--- src/rtl/encoder_pkg.sv ---
// Shared constants, state encoding and lane-address helper for the encoder lane loader.
package encoder_pkg;

  localparam int LANE_W    = 64;
  localparam int NUM_LANES = 25;
  localparam int GRID      = 5;
  localparam int ADDR_W    = 5;
  localparam int IDX_W     = 3;

  typedef enum logic [2:0] {
    ST_LOAD      = 3'd0,
    ST_PAD       = 3'd1,
    ST_FLUSH     = 3'd2,
    ST_KICK      = 3'd3,
    ST_WAIT_ACK  = 3'd4,
    ST_WAIT_DONE = 3'd5
  } loader_state_t;

  typedef struct packed {
    logic              en;
    logic [ADDR_W-1:0] addr;
    logic [LANE_W-1:0] data;
  } lane_wr_t;

  // Row-major lane address in the 5x5 grid: 5*y + x.
  function automatic logic [ADDR_W-1:0] lane_addr(input logic [IDX_W-1:0] x,
                                                  input logic [IDX_W-1:0] y);
    return ADDR_W'(y) * ADDR_W'(GRID) + ADDR_W'(x);
  endfunction

endpackage

--- src/rtl/encoder_lane_loader_if.sv ---
// Lane stream in, state-memory write port and encoder handshake out, bundled as one port.
interface encoder_lane_loader_if;
  import encoder_pkg::*;

  logic              in_valid;
  logic [LANE_W-1:0] in_data;
  logic              in_last;
  logic              in_ready;
  logic              wr_en;
  logic [ADDR_W-1:0] wr_addr;
  logic [LANE_W-1:0] wr_data;
  logic              enc_start;
  logic              enc_ready;
  logic              busy;
  logic              blk_done;

  modport slave (
    input  in_valid, in_data, in_last, enc_ready,
    output in_ready, wr_en, wr_addr, wr_data, enc_start, busy, blk_done
  );

  modport master (
    output in_valid, in_data, in_last, enc_ready,
    input  in_ready, wr_en, wr_addr, wr_data, enc_start, busy, blk_done
  );

endinterface

--- src/rtl/lane_index_counter.sv ---
// x/y lane index over the 5x5 grid; addr/at_last follow the registered index with zero latency.
// No backpressure: advances only when inc is asserted, clr has priority over inc.
module lane_index_counter
  import encoder_pkg::*;
(
  input  logic              clk,
  input  logic              reset,
  input  logic              clr,
  input  logic              inc,
  output logic [ADDR_W-1:0] addr,
  output logic              at_last
);

  localparam logic [IDX_W-1:0] EDGE = IDX_W'(GRID - 1);

  logic [IDX_W-1:0] x;
  logic [IDX_W-1:0] y;

  always_ff @(posedge clk or posedge reset) begin
    if (reset) begin
      x <= '0;
      y <= '0;
    end else if (clr) begin
      x <= '0;
      y <= '0;
    end else if (inc) begin
      if (x == EDGE) begin
        x <= '0;
        y <= (y == EDGE) ? '0 : y + IDX_W'(1);
      end else begin
        x <= x + IDX_W'(1);
      end
    end
  end

  assign addr    = lane_addr(x, y);
  assign at_last = (x == EDGE) && (y == EDGE);

endmodule

--- src/rtl/encoder_lane_loader.sv ---
// Loads a 25-lane block (zero-padded if short) into encoder state memory, writes 1 cycle after accept,
// then kicks the encoder; in_ready is high only in LOAD, so the input is held off until blk_done.
module encoder_lane_loader
  import encoder_pkg::*;
(
  input  logic                  clk,
  input  logic                  reset,
  encoder_lane_loader_if.slave  bus
);

  loader_state_t     state;
  loader_state_t     state_nxt;
  lane_wr_t          wr_q;
  lane_wr_t          wr_nxt;
  logic              done_q;
  logic              done_nxt;
  logic              cnt_clr;
  logic              cnt_inc;
  logic              at_last;
  logic [ADDR_W-1:0] idx;
  logic              accept;

  lane_index_counter u_idx (
    .clk     (clk),
    .reset   (reset),
    .clr     (cnt_clr),
    .inc     (cnt_inc),
    .addr    (idx),
    .at_last (at_last)
  );

  // in_ready is purely a state decode, so in_valid never reaches it combinationally.
  assign accept = bus.in_valid && (state == ST_LOAD);

  always_comb begin
    state_nxt = state;
    wr_nxt    = '0;
    done_nxt  = 1'b0;
    cnt_clr   = 1'b0;
    cnt_inc   = 1'b0;
    case (state)
      ST_LOAD: begin
        if (accept) begin
          wr_nxt.en   = 1'b1;
          wr_nxt.addr = idx;
          wr_nxt.data = bus.in_data;
          cnt_inc     = 1'b1;
          if (at_last) begin
            state_nxt = ST_FLUSH;
          end else if (bus.in_last) begin
            state_nxt = ST_PAD;
          end
        end
      end
      ST_PAD: begin
        wr_nxt.en   = 1'b1;
        wr_nxt.addr = idx;
        cnt_inc     = 1'b1;
        if (at_last) begin
          state_nxt = ST_FLUSH;
        end
      end
      // One idle cycle lets the lane-24 write land before the encoder is started.
      ST_FLUSH: state_nxt = ST_KICK;
      ST_KICK: begin
        if (bus.enc_ready) begin
          state_nxt = ST_WAIT_ACK;
        end
      end
      ST_WAIT_ACK: begin
        if (!bus.enc_ready) begin
          state_nxt = ST_WAIT_DONE;
        end
      end
      ST_WAIT_DONE: begin
        if (bus.enc_ready) begin
          state_nxt = ST_LOAD;
          done_nxt  = 1'b1;
          cnt_clr   = 1'b1;
        end
      end
      default: state_nxt = ST_LOAD;
    endcase
  end

  always_ff @(posedge clk or posedge reset) begin
    if (reset) begin
      state  <= ST_LOAD;
      wr_q   <= '0;
      done_q <= 1'b0;
    end else begin
      state  <= state_nxt;
      wr_q   <= wr_nxt;
      done_q <= done_nxt;
    end
  end

  assign bus.in_ready  = (state == ST_LOAD);
  assign bus.busy      = (state != ST_LOAD);
  assign bus.enc_start = (state == ST_KICK) && bus.enc_ready;
  assign bus.wr_en     = wr_q.en;
  assign bus.wr_addr   = wr_q.addr;
  assign bus.wr_data   = wr_q.data;
  assign bus.blk_done  = done_q;

  a_start_single: assert property (@(posedge clk) disable iff (reset)
    bus.enc_start |=> !bus.enc_start);

  a_addr_range: assert property (@(posedge clk) disable iff (reset)
    wr_q.en |-> (wr_q.addr < ADDR_W'(NUM_LANES)));

endmodule

--- src/flat_wrapper.sv ---
// flat-port wrapper written by rule: the top's interface ports become plain ports
module encoder_lane_loader_flat import encoder_pkg::*;
  (clk, reset, bus_in_valid, bus_in_data, bus_in_last, bus_enc_ready, bus_in_ready, bus_wr_en, bus_wr_addr, bus_wr_data, bus_enc_start, bus_busy, bus_blk_done);
  encoder_lane_loader_if bus_i ();
  input  logic clk;
  input  logic reset;
  input wire logic [$bits(bus_i.in_valid)-1:0] bus_in_valid;
  input wire logic [$bits(bus_i.in_data)-1:0] bus_in_data;
  input wire logic [$bits(bus_i.in_last)-1:0] bus_in_last;
  input wire logic [$bits(bus_i.enc_ready)-1:0] bus_enc_ready;
  output wire logic [$bits(bus_i.in_ready)-1:0] bus_in_ready;
  output wire logic [$bits(bus_i.wr_en)-1:0] bus_wr_en;
  output wire logic [$bits(bus_i.wr_addr)-1:0] bus_wr_addr;
  output wire logic [$bits(bus_i.wr_data)-1:0] bus_wr_data;
  output wire logic [$bits(bus_i.enc_start)-1:0] bus_enc_start;
  output wire logic [$bits(bus_i.busy)-1:0] bus_busy;
  output wire logic [$bits(bus_i.blk_done)-1:0] bus_blk_done;
  assign bus_i.in_valid = bus_in_valid;
  assign bus_i.in_data = bus_in_data;
  assign bus_i.in_last = bus_in_last;
  assign bus_i.enc_ready = bus_enc_ready;
  assign bus_in_ready = bus_i.in_ready;
  assign bus_wr_en = bus_i.wr_en;
  assign bus_wr_addr = bus_i.wr_addr;
  assign bus_wr_data = bus_i.wr_data;
  assign bus_enc_start = bus_i.enc_start;
  assign bus_busy = bus_i.busy;
  assign bus_blk_done = bus_i.blk_done;
  encoder_lane_loader u_core (.clk(clk), .reset(reset), .bus(bus_i));
endmodule
--- config.mk ---
export PLATFORM = sky130hd
export DESIGN_NAME = encoder_lane_loader_flat
export DESIGN_NICKNAME = d
export VERILOG_FILES = /design/src/rtl/encoder_pkg.sv /design/src/rtl/encoder_lane_loader_if.sv /design/src/rtl/lane_index_counter.sv /design/src/rtl/encoder_lane_loader.sv /design/src/flat_wrapper.sv
export SDC_FILE = /design/constraint.sdc
export NUM_CORES = 1
export LEC_CHECK = 0
export BUFFER_PORTS_ARGS = -buffer_cell sky130_fd_sc_hd__buf_4
export CAP_MARGIN = 5
export CORE_ASPECT_RATIO = 1.2
export CORE_MARGIN = 10
export CORE_UTILIZATION = 35
export DETAILED_ROUTE_END_ITERATION = 6
export MAX_ROUTING_LAYER = met4
export SLEW_MARGIN = 20
export SYNTH_ARGS = -nofsm -noshare
export SYNTH_HDL_FRONTEND = slang
export SYNTH_SLANG_ARGS = --single-unit
--- constraint.sdc ---
create_clock -name clk -period 3 [get_ports clk]
set_input_delay 0.3 -clock clk [delete_from_list [all_inputs] [get_ports clk]]
set_output_delay 0.3 -clock clk [all_outputs]
set_load 0.03 [all_outputs]
==> impl_metrics.json, run 1 <==
{
  "status": "completed",
  "synth_cells": 227,
  "cpLargestDelayFamily": "adder cells",
  "pin_count": 143,
  "clock_latency_ps": 340,
  "cp.buffers_inverters": 0,
  "fin_util": 0.5169,
  "n_fill_cell": 797,
  "ys.flop_type": "dfrtp_1",
  "path_common_cell": "ha_1",
  "design.die.area_sq_um": 12730,
  "slowest_delay_ps": 450,
  "setup_ws_ps": 1102,
  "required_ps": 3250,
  "rows": 37,
  "drive_gt1_frac": 0.4327,
  "synth_edf_count": 0,
  "finalPower_w": 0.003525,
  "cts_max_level": 3,
  "place_ws_ps": 1108,
  "synth_common_cells": "80 x dfrtp_1, 64 x and2_1, 12 x ha_1",
  "cts_setup_buffers": 0,
  "via_per_inst": 4.317,
  "worst-slew-pin-transition_ps": 646.3,
  "grt-ovfl-total": 0,
  "synth_top_cell_area_share": 0.6650,
  "max_slew_margin": 0.5691,
  "power.leakage_nw": 2.423,
  "hold_viol_final": 0,
  "start_kind": "register",
  "fin_nets": 457,
  "comb_power_share": 0.374,
  "cts_tree": "built",
  "cts_resized": 0,
  "synthesis.area_sq_um": 3010,
  "hold_buffers": 1,
  "postSynthAreaPerCell_sq_um": 13.26,
  "cellPowerDensity_nw_per_um2": 804.9,
  "finalCritPeriodShare": 0.6328,
  "cts.clk_slew.worst_paths_ps": 80,
  "p_switching_w": 0.001241,
  "drc_errors": 0,
  "cap_violations": 0,
  "max-vdd-ir-drop_mv": 0.4955,
  "clock_sinks": 80,
  "routedWlPerCell_microns": 15.95,
  "yosysSeqAreaShare": 0.6650,
  "crit_fanout": 6,
  "cp_data_arrival_time_ps": 2150,
  "ant_nets": 0,
  "grt_pass1_wl_mm": 12.47,
  "path_class": "reg -> reg",
  "rsz0062_at_grt": "false",
  "io_buffers": 142,
  "clock_path_buffers": 2,
  "dp.final_hpwl_mm": 6.047,
  "die_h_microns": 121.6,
  "seq_power_share": 0.396,
  "fp.dieW_microns": 104.7,
  "synth_nets": 309,
  "critPathCaptureType": "register",
  "first_global_vias": 2299,
  "gr-usage-all-layers": 0.1284,
  "hold_path.class": "in -> reg",
  "gr-usage-met1": 0.1414,
  "timing.fmax_mhz": 526.8,
  "vias": 2141,
  "yosys_warnings": 0,
  "wl_mm": 7.913,
  "period_minus_slack_ps": 1898,
  "switching_share": 0.3520,
  "synth_area_leader_cell": "dfrtp_1",
  "finClkSkew_ps": 6.002,
  "drv_slew": 0,
  "grtUsageMet2": 0.2125,
  "areaGrowthSynthToFinish_pct": 45.47,
  "tns_ps": 0,
  "crit_path_top_delay_cell": "dfrtp_1",
  "setup_violations": 0,
  "start_util": 0.3553,
  "diodes": 0,
  "busiest_layer": "met2",
  "synth_seq_cells": 80,
  "use_met3": 0.04332,
  "core-area_sq_um": 8472,
  "antenna_found_initial": 0,
  "ys_types": 32,
  "root_buffer": "clkbuf_8",
  "gp_congestion": 0.8158,
  "synth_area_leaders": "dfrtp_1 67%, and2_1 13%, ha_1 5.0%",
  "numCtsBuffers": 9,
  "clkPwrFrac": 0.230,
  "firstDrtPassIters": 4,
  "drtIter0Drc": 47,
  "yosys.cell_count.top_type": "dfrtp_1",
  "synthArstFlopShare": 1.000,
  "crit_chain": "ha_1 > ha_1 > fa_1 > xnor2_1 > nor3_1",
  "grt_max_degree": 65,
  "p_int_w": 0.002284
}
## placed cells by master (no fill, tap or decap), types with 2 or more instances in the layout
cell type  count
nand2b_1       2
inv_1          7
nor2_1         3
o21ai_0        4
mux2i_1        2
nor2b_1        2
buf_4        144
clkbuf_8      12
nand3_1        4
or2_2          3
and2_1        64
a21oi_1        6
and3_1         3
ha_1          12
nor3_1         4
dfrtp_1       80
nand2_1        8
## per-stage QoR
step           hold slack, ps  instances  area [sq um]
3_3_place_gp            338.5        480          4163
5_1_grt                 141.1        496          4379
4_1_cts                 142.3        496          4379
6_report                163.5        496          4379
3_5_place_dp            333.1        480          4163
2_1_floorplan           428.6        227          3010
## routing by layer
| metal | part of all wire | up-vias |
|---|---|---|
| li1 | - | 1018 |
| met1 | 0.40 | 1026 |
| met2 | 0.51 | 86 |
| met3 | 0.066 | 11 |
| met4 | 0.016 | 0 |
| met5 | 0 | - |
## cell type report
type / count / area [sq um] / share of cell area
Timing Repair Buffer: 145 / 1091 / 0.2491
Multi-Input combinational cell: 131 / 902.1 / 0.2060
Tap cell: 117 / 146.4 / 0.03343
Sequential cell: 80 / 2002 / 0.4571
Clock buffer: 13 / 168.9 / 0.03857
Inverter: 8 / 31.28 / 0.007143
Clock inverter: 2 / 37.54 / 0.008571
## path summary, 6_finish.rpt
kind                              startpoint                      to  slack [ps]  cells after the start
setup reg to reg           u_core.u_idx.y[2]   u_core.bus.wr_addr[3]        1100                      5
setup / recovery           u_core.u_idx.y[2]   u_core.bus.wr_addr[3]        1100                      5
min in group asynchronous              reset  u_core.bus.wr_data[60]         520                      3
max in group asynchronous              reset  u_core.bus.wr_data[45]        1710                      4
hold reg to reg            u_core.u_idx.y[1]       u_core.u_idx.y[1]         620                      2
hold / removal               bus_in_data[37]  u_core.bus.wr_data[37]         160                      2
## cell families (layout without fill, tap and decap cells)
| kind of cell | after synthesis | in the layout | synth area share |
|---|---|---|---|
| flip-flops | 80 | 80 | 0.6650 |
| AND/OR/NAND/NOR | 97 | 97 | 0.1962 |
| AO/OA/AOI/OAI | 17 | 17 | 0.03450 |
| buffers and inverters | 16 | 168 | 0.03532 |
| XOR/XNOR | 2 | 2 | 0.005820 |
| adder cells (fa/ha/maj) | 13 | 13 | 0.05652 |
| multiplexers | 2 | 2 | 0.006650 |
## registers in the layout, indices dropped and copies added (netlist names)
name                 cells
u_core.bus.blk_done      1
u_core.bus.wr_addr       5
u_core.bus.wr_data      64
u_core.bus.wr_en         1
u_core.state             3
u_core.u_idx.x           3
u_core.u_idx.y           3
## power groups by stage
| stage | Sequential, W | Clock [W] | Combinational [W] |
|---|---|---|---|
| 3_3_place_gp | 0.00141 | 0 | 0.00132 |
| 3_5_place_dp | 0.00142 | 0 | 0.00134 |
| 4_1_cts | 0.00140 | 0.000851 | 0.00135 |
| 6_report | 0.00140 | 0.000810 | 0.00132 |
| 5_1_grt | 0.00142 | 0.000892 | 0.00146 |
| 2_1_floorplan | 0.00172 | 0 | 0.000564 |
Note: power is estimated with default switching activity, not from simulation.
==> inputs of run 2 (changes only) <==
--- a/config.mk
+++ b/config.mk
@@ -5,6 +5,7 @@
 export SDC_FILE = /design/constraint.sdc
 export NUM_CORES = 1
 export LEC_CHECK = 0
+export ABC_AREA = 1
 export BUFFER_PORTS_ARGS = -buffer_cell sky130_fd_sc_hd__buf_4
 export CAP_MARGIN = 5
 export CORE_ASPECT_RATIO = 1.2
==> constraint.sdc (replaced) <==
create_clock -name clk -period 1.9 [get_ports clk]
set_input_delay 0.19 -clock clk [delete_from_list [all_inputs] [get_ports clk]]
set_output_delay 0.19 -clock clk [all_outputs]
set_load 0.03 [all_outputs]
==> run 2 against run 1 <==
Against the previous run:
- die area rose by 19%
- setup slack got worse by 970 ps
- flip-flop and latch count did not move
- first-iteration DRC count rose by 17%
- via count is 17% higher
- clock skew is essentially flat
- wire length is 7.8% higher
- cell count increased by 23%
- clock power rose by 130%
- critical path type unchanged
- largest cell class unchanged
==> impl_metrics.json, run 2 <==
{
  "hold_viol_final": 0,
  "crit_path_top_delay_cell": "dfrtp_1",
  "synth_edf_count": 0,
  "power.leakage_nw": 2.913,
  "core-area_sq_um": 10470,
  "hold_buffers": 0,
  "grt-ovfl-total": 0,
  "cp_data_arrival_time_ps": 1990,
  "fp.dieW_microns": 114.1,
  "drtIter0Drc": 55,
  "yosys.cell_count.top_type": "dfrtp_1",
  "clock_latency_ps": 330,
  "period_minus_slack_ps": 1768,
  "ys.flop_type": "dfrtp_1",
  "path_class": "reg -> reg",
  "drv_slew": 0,
  "vias": 2505,
  "grt_pass1_wl_mm": 13.85,
  "yosysSeqAreaShare": 0.5387,
  "n_fill_cell": 967,
  "crit_chain": "ha_4 > ha_4 > ha_1 > a21o_1 > a21oi_2 > nand2_1 > nand2_1 > nor2_1",
  "ys_types": 27,
  "synthArstFlopShare": 1.000,
  "drc_errors": 0,
  "cpLargestDelayFamily": "adder cells",
  "pin_count": 143,
  "clock_path_buffers": 2,
  "dp.final_hpwl_mm": 6.702,
  "status": "completed",
  "diodes": 0,
  "drive_gt1_frac": 0.5010,
  "hold_path.class": "in -> async",
  "tns_ps": 0,
  "start_kind": "register",
  "die_h_microns": 132.9,
  "largest_reg_flops": 64,
  "start_util": 0.3551,
  "synth_common_cells": "80 x dfrtp_1, 79 x inv_1, 61 x nor2_4",
  "synthesis.area_sq_um": 3716,
  "critPathCaptureType": "register",
  "gr-usage-all-layers": 0.1175,
  "most-common-layout-cells": "148 x buf_4, 80 x dfrtp_1, 78 x inv_1, 61 x nor2_4, 27 x nand2_1",
  "setup_violations": 0,
  "worst-slew-pin-transition_ps": 530.1,
  "gp_congestion": 0.8007,
  "final_common_cell": "buf_4",
  "synth_nets": 403,
  "synth_area_leaders": "dfrtp_1 54%, nor2_4 18%, inv_1 8.0%",
  "postSynthAreaPerCell_sq_um": 11.58,
  "firstDrtPassIters": 4,
  "crit_fanout": 2,
  "synth_cells": 321,
  "finalCritPeriodShare": 0.9303,
  "antenna_found_initial": 0,
  "timing.fmax_mhz": 565.7,
  "clock_sinks": 80,
  "root_buffer": "clkbuf_16",
  "first_global_vias": 2741,
  "synth_area_leader_cell": "dfrtp_1",
  "max_slew_margin": 0.6466,
  "numCtsBuffers": 9,
  "rsz0062_at_grt": "false",
  "max-vdd-ir-drop_mv": 0.7443,
  "via_per_inst": 4.120,
  "cts_tree": "built",
  "regToRegSetupSlack_ps": 130,
  "required_ps": 2120,
  "finClkSkew_ps": 5.690,
  "synth_top_cell_area_share": 0.5387,
  "areaGrowthSynthToFinish_pct": 41.65,
  "cellPowerDensity_nw_per_um2": 1447,
  "cts.clk_slew.worst_paths_ps": 60,
  "cp.buffers_inverters": 0,
  "synth_seq_cells": 80,
  "design.die.area_sq_um": 15160,
  "wl_mm": 8.533,
  "cts_max_level": 3,
  "io_buffers": 142,
  "rows": 41,
  "ant_nets": 0,
  "grt_max_degree": 42,
  "fin_nets": 557,
  "yosys_warnings": 0,
  "fin_hold_ws_ps": 17.37,
  "slowest_delay_ps": 400,
  "cap_violations": 0,
  "routedWlPerCell_microns": 14.03
}
-- run 2: cell type report --
cell class	count	area (sq um)	share of cell area
multi-input combinational	151	1292	0.2455
clock inverter	3	65.06	0.01236
timing repair buffer	151	1171	0.2225
tap	129	161.4	0.03066
sequential	80	2002	0.3803
inverter	82	315.3	0.05990
clock buffer	12	256.5	0.04873
-- run 2: where the power goes --
group	switching (W)	internal (W)
sequential	0.000230	0.00212
clock	0.000654	0.00121
combinational	0.00212	0.00128
total	0.00301	0.00461
-- run 2: per-stage QoR --
step / cells / area, sq um / power [W] / setup slack (ps) / utilization
floorplan: 321 / 3720 / 0.004747 / 50.19 / -
global placement: 593 / 4913 / 0.005682 / 29.72 / 0.4695
detailed placement: 593 / 4913 / 0.005744 / 24.45 / 0.4695
CTS: 608 / 5235 / 0.007640 / 6.253 / 0.5002
global route: 608 / 5264 / 0.008128 / 33.20 / 0.5030
finish: 608 / 5264 / 0.007616 / 132.4 / 0.5030
-- run 2: timing repair --
action | 4_1_cts | 5_1_grt
buffers inserted | 0 | 0
resized for setup | 0 | 3
endpoints found under the setup margin | 0 | 1
-- run 2: final timing paths --
| path | startpoint | endpoint | depth (start not counted) |
|---|---|---|---|
| max in group asynchronous | reset | u_core.bus.wr_data[8] | 3 |
| worst min register to register | u_core.u_idx.x[1] | u_core.u_idx.x[1] | 2 |
| worst min-delay path | reset | u_core.bus.wr_data[63] | 3 |
| worst max register to register | u_core.u_idx.y[2] | u_core.bus.wr_addr[4] | 8 |
| min in group clk | bus_in_data[2] | u_core.bus.wr_data[2] | 3 |
| worst max-delay path | u_core.u_idx.y[2] | u_core.bus.wr_addr[4] | 8 |
-- run 2: tightest hold or removal path: stages --
cell and delay (ps):
buf_4 120, clkinvlp_4 60, buf_4 420
-- run 2: metal layers --
layer | global-route usage | part of all wire | up-vias
li1 | - | - | 1234
met1 | 0.1327 | 0.40 | 1175
met2 | 0.1869 | 0.51 | 86
met3 | 0.04523 | 0.080 | 10
met4 | 0.03766 | 0.011 | 0
met5 | - | 0 | -
-- run 2: kinds of logic after synthesis --
group / share of synthesized area
flops: 0.5387
simple gates: 0.2633
buf+inv: 0.1212
xor+xnor: 0.009429
compound gates: 0.02155
fa+ha+maj: 0.04579
